===== config.mk =====
export PLATFORM = sky130hd
export DESIGN_NAME = if_stage
export DESIGN_NICKNAME = d
export VERILOG_FILES = /design/src/rtl/if_stage_pkg.sv /design/src/rtl/if_stage_ifid_reg.sv /design/src/rtl/if_stage.sv
export SDC_FILE = /design/constraint.sdc
export NUM_CORES = 1
export LEC_CHECK = 0
export ABC_AREA = 1
export CAP_MARGIN = 20
export CORE_UTILIZATION = 46
export DETAILED_ROUTE_END_ITERATION = 12
export GPL_TIMING_DRIVEN = 0
export PLACE_DENSITY = 0.86
export SYNTH_ARGS = -nofsm -noshare
export SYNTH_HDL_FRONTEND = slang
export SYNTH_SLANG_ARGS = --single-unit
export TNS_END_PERCENT = 30

===== constraint.sdc =====
create_clock -name clk -period 7.5 [get_ports clk]
set_input_delay 0.75 -clock clk [delete_from_list [all_inputs] [get_ports clk]]
set_output_delay 0.75 -clock clk [all_outputs]
set_load 0.02 [all_outputs]

===== src/rtl/if_stage_pkg.sv =====
// Shared pipeline definitions: PC width, reset/NOP constants, IF/ID payload and
// next-PC source selection used by the fetch stage and later stage registers.
package pipeline_defs;

  localparam int unsigned PC_W = 32;

  localparam logic [PC_W-1:0] RESET_PC_DEF = 32'h0040_0000;
  localparam logic [31:0]     NOP_WORD_DEF = 32'h0000_0000;

  typedef enum logic [1:0] {
    PC_SEQ,
    PC_HOLD,
    PC_JUMP,
    PC_BRANCH
  } pc_sel_e;

  typedef struct packed {
    logic [31:0]     instr;
    logic [PC_W-1:0] pc_plus4;
    logic            valid;
  } ifid_t;

  function automatic logic [PC_W-1:0] word_align(input logic [PC_W-1:0] addr);
    return {addr[PC_W-1:2], 2'b00};
  endfunction

endpackage


===== src/rtl/if_stage_ifid_reg.sv =====
// IF/ID pipeline register with hold and flush controls and asynchronous reset.
// A flush leaves pc_plus4 untouched so only instr/valid mark the bubble.
module ifid_reg
  import pipeline_defs::*;
#(
  parameter logic [31:0] NOP_WORD = NOP_WORD_DEF
) (
  input  logic  clk,
  input  logic  rst,
  input  logic  hold_i,
  input  logic  flush_i,
  input  ifid_t d_i,
  output ifid_t q_o
);

  ifid_t q_q;

  always_ff @(posedge clk or posedge rst) begin
    if (rst) begin
      q_q.instr    <= NOP_WORD;
      q_q.pc_plus4 <= '0;
      q_q.valid    <= 1'b0;
    end else if (flush_i) begin
      q_q.instr <= NOP_WORD;
      q_q.valid <= 1'b0;
    end else if (!hold_i) begin
      q_q <= d_i;
    end
  end

  assign q_o = q_q;

endmodule


===== src/rtl/if_stage.sv =====
// Instruction-fetch stage: PC register, next-PC selection (branch > jump > stall
// > sequential) and the IF/ID register fed from the combinational instruction ROM.
module if_stage
  import pipeline_defs::*;
#(
  parameter logic [PC_W-1:0] RESET_PC = RESET_PC_DEF,
  parameter logic [31:0]     NOP_WORD = NOP_WORD_DEF
) (
  input  logic            clk,
  input  logic            reset,
  input  logic            stall,
  input  logic            branch_taken,
  input  logic [PC_W-1:0] branch_target,
  input  logic            jump,
  input  logic [PC_W-1:0] jump_target,
  input  logic [31:0]     imem_instr,
  output logic [PC_W-1:0] imem_addr,
  output logic [31:0]     ifid_instr,
  output logic [PC_W-1:0] ifid_pc_plus4,
  output logic            ifid_valid
);

  logic [PC_W-1:0] pc_q;
  logic [PC_W-1:0] pc_d;
  logic [PC_W-1:0] pc_plus4;
  pc_sel_e         pc_sel;
  ifid_t           ifid_d;
  ifid_t           ifid_q;

  assign pc_plus4 = pc_q + 32'd4;

  // A taken branch overrides stall: the stalled ID instruction is wrong-path.
  always_comb begin
    if (branch_taken)        pc_sel = PC_BRANCH;
    else if (jump && !stall) pc_sel = PC_JUMP;
    else if (stall)          pc_sel = PC_HOLD;
    else                     pc_sel = PC_SEQ;
  end

  always_comb begin
    pc_d = pc_plus4;
    case (pc_sel)
      PC_BRANCH: pc_d = word_align(branch_target);
      PC_JUMP:   pc_d = word_align(jump_target);
      PC_HOLD:   pc_d = pc_q;
      default:   pc_d = pc_plus4;
    endcase
  end

  always_ff @(posedge clk or posedge reset) begin
    if (reset) pc_q <= RESET_PC;
    else       pc_q <= pc_d;
  end

  always_comb begin
    ifid_d.instr    = imem_instr;
    ifid_d.pc_plus4 = pc_plus4;
    ifid_d.valid    = 1'b1;
  end

  ifid_reg #(
    .NOP_WORD (NOP_WORD)
  ) u_ifid_reg (
    .clk     (clk),
    .rst     (reset),
    .hold_i  (pc_sel == PC_HOLD),
    .flush_i ((pc_sel == PC_BRANCH) || (pc_sel == PC_JUMP)),
    .d_i     (ifid_d),
    .q_o     (ifid_q)
  );

  assign imem_addr     = pc_q;
  assign ifid_instr    = ifid_q.instr;
  assign ifid_pc_plus4 = ifid_q.pc_plus4;
  assign ifid_valid    = ifid_q.valid;

endmodule


==> flow_summary.json <==
{
  "comb_power_share": 0.282,
  "synth_area_per_cell_um2": 8.057,
  "power.leakage_nw": 3.250,
  "viasPerCell": 5.193,
  "pin_count_of_the_biggest_net_entering_global_routing": 73,
  "number_of_standard_cell_rows_in_the_floorplan": 36,
  "fmaxAchievable_mhz": 430.1,
  "timing.final.crit_share": 0.3100,
  "hold_slack_ps": 487.2,
  "crit_fanout": 6,
  "cts_tree": "built",
  "worst_setup_path_start_kind": "flip-flop",
  "top_level_ports": 198,
  "grt_pass1_wl_mm": 23.18,
  "yosys.cell_types.count": 31,
  "worst_slew_margin_rel": 0.6221,
  "design.die.area_um2": 10410,
  "yosysSeqAreaShare": 0.5061,
  "synth.area.top_cells": "sky130_fd_sc_hd__dfrtp_1, sky130_fd_sc_hd__nand2_1, sky130_fd_sc_hd__nand3_1",
  "post_route_cells_drive_above_1_share": 0.07574,
  "die_h_um": 102.0,
  "antenna_cells": 0,
  "syn-instance-count": 571,
  "layout.core_utilization": 0.7081,
  "chipWidth_um": 102.0,
  "power_per_cell_area_nw_per_um2": 192.1,
  "hpwlAfterDp_mm": 11.39,
  "cp.required_ps": 6750,
  "grt_util_met3": 0.06498,
  "fp.coreArea_um2": 9729,
  "sw_frac_of_total": 0.3173,
  "cts-htree-levels": 3,
  "synthesis.yosys.warnings": 0,
  "clock_path_buffers": 2,
  "hold_path_depth": 2,
  "initial_drt_markers": 206,
  "tritoncts.num_buffers": 9,
  "timing.hold.worst.class": "reg2reg",
  "cpLargestDelayFamily": "buffers and inverters",
  "timing.max_cap.violations": 0,
  "preCtsSetupSlack_ps": 5027,
  "crit_slowest_cell": "sky130_fd_sc_hd__clkdlybuf4s50_1",
  "layout-area-overhead-vs-synth_pct": 49.74,
  "grtUsageMet1": 0.3617,
  "ant_nets": 0,
  "setup_slack_ps": 5175,
  "final_setup_violation_count": 0,
  "rsz0062_at_grt": "no",
  "buffer_ports.inserted": 188,
  "post_cts_hold_buffer_count": 0,
  "cell_internal_pwr_mw": 0.9034,
  "antenna_violations_before_repair": 0,
  "critPathArrivalTime_ps": 1570,
  "ys_seq_elements": 93,
  "clock_skews_ps": 15.24,
  "synth_top_cell_area_share": 0.5004,
  "root_buffer": "sky130_fd_sc_hd__clkbuf_8",
  "status": "finished, final reports clean",
  "timing.final.max_slew_violations": 0,
  "n_fill_cell": 792,
  "fin_crit_ps": 2325,
  "syn-cell-area_um2": 4601,
  "cts_resized": 0,
  "globalplace.congestion": 0.8660,
  "tightest_slew_ps": 566.9,
  "use_met2": 0.5080,
  "critPathBufInv": 1,
  "setup_tns_ps": 0,
  "critical-path-max-stage-delay_ps": 620,
  "first_global_vias": 4611,
  "worst_setup_path_end_kind": "primary output",
  "busiest_layer": "met2",
  "remaining_drc_errors": 0,
  "path_class": "reg2out",
  "drt-pass1-iter-count": 5,
  "routed_wirelength_mm": 14.82,
  "clock_slew_at_reported_path_ffs_ps": 90,
  "cells_traversed_along_the_worst_timing_path": "clkdlybuf4s50_1",
  "r2r_cells": 8,
  "synth_area_leader_cell": "sky130_fd_sc_hd__dfrtp_1",
  "clock_sinks": 93,
  "worst-path-stages": 1,
  "timing.final.hold_violations": 0,
  "initial_utilization": 0.4729,
  "final_net_count": 876,
  "gr_ovfl_total": 0,
  "power.ir.vdd_worst_mv": 0.1047,
  "drt-wirelength-per-cell_um": 16.25,
  "global_route.usage.total": 0.2936,
  "pwr-share-seq": 0.459,
  "clockPowerShare": 0.259,
  "clk_latency_ps": 360,
  "p_sw_mw": 0.4199,
  "via_count": 4736,
  "cts.repair_timing.setup_buffer_count": 0
}
-- kinds of logic after synthesis --
group,after synthesis,synth area share
adders and majority gates,1,0.002719
DFF,93,0.5061
other,1,0.0008151
and+or+nand+nor,346,0.3204
AOI/OAI and AO/OA,67,0.1031
xor gates and xnor gates,5,0.009520
buffers and inverters,58,0.05738
-- state kept, by name (all words and copies together), names as in the netlist --
register,cells
imem_addr,30
u_ifid_reg.q_o,63
-- cell usage in the layout (no fill, tap or decap), drive strengths merged --
cell and count:
a22o 32, nor2 44, nand3 65, conb 4
bufinv 1, a211oi 1, xnor2 3, nand4 4
inv 31, buf 21, a21oi 25, o2111ai 2
xor2 2, and2 2, o21bai 3, nor3 1
nand3b 1, clkinv 2, dfstp 1, clkdlybuf4s50 188
o22ai 1, ha 1, nand2 224, dfrtp 92
clkbuf 20, or2 5, o21ai 3
-- worst paths after layout --
kind                                     from  slack, ps                 end
max                             imem_addr[22]       5180       imem_addr[22]
max in group asynchronous               reset       6160       imem_addr[22]
min                        u_ifid_reg.q_o[19]        490  u_ifid_reg.q_o[19]
max reg2reg                      imem_addr[2]       5740  u_ifid_reg.q_o[27]
min reg2reg                u_ifid_reg.q_o[19]        490  u_ifid_reg.q_o[19]
min in group asynchronous               reset        680  u_ifid_reg.q_o[45]
-- cells in the mapped netlist (all sizes together) --
master,number
dfstp,1
inv,29
o2111ai,2
ha,1
dfrtp,92
o22ai,1
a211oi,1
or2,5
and2,2
xnor2,3
nand2,224
nand3,65
conb,1
nor3,1
buf,20
o21ai,3
a22o,32
nor2,44
clkbuf,9
nand3b,1
a21oi,25
o21bai,3
xor2,2
nand4,4
-- routing by layer --
layer,vias up,share of wire
met5,-,0
met4,0,0.022
met3,32,0.076
met2,213,0.49
met1,2225,0.41
li1,2266,-
-- layout make-up --
type                    count  area (um2)  area share
well taps                 133       166.4     0.02416
plain buffers              29       155.1     0.02252
multi-input cells         423        2019      0.2931
flip-flops and latches     93        2328      0.3380
repair buffers            189        1909      0.2772
inverters                  29       111.4     0.01616
clock inverters             5       57.56    0.008355
clock buffers              11       141.4     0.02052
-- power groups by stage --
stage / clock, mW / combinational [mW] / sequential, mW
floorplan: 0 / 0.108 / 0.673
global placement: 0 / 0.363 / 0.614
detailed placement: 0 / 0.374 / 0.615
CTS: 0.349 / 0.375 / 0.606
global route: 0.367 / 0.403 / 0.616
finish: 0.343 / 0.373 / 0.608
-- through the flow --
stage	total power [mW]	std cells	area, um2
finish	1.323	912	6889
global route	1.386	912	6889
CTS	1.330	912	6889
detailed placement	0.9885	896	6690
global placement	0.9779	895	6660
floorplan	0.7813	574	4612
Power figures use the tool's default switching activity.
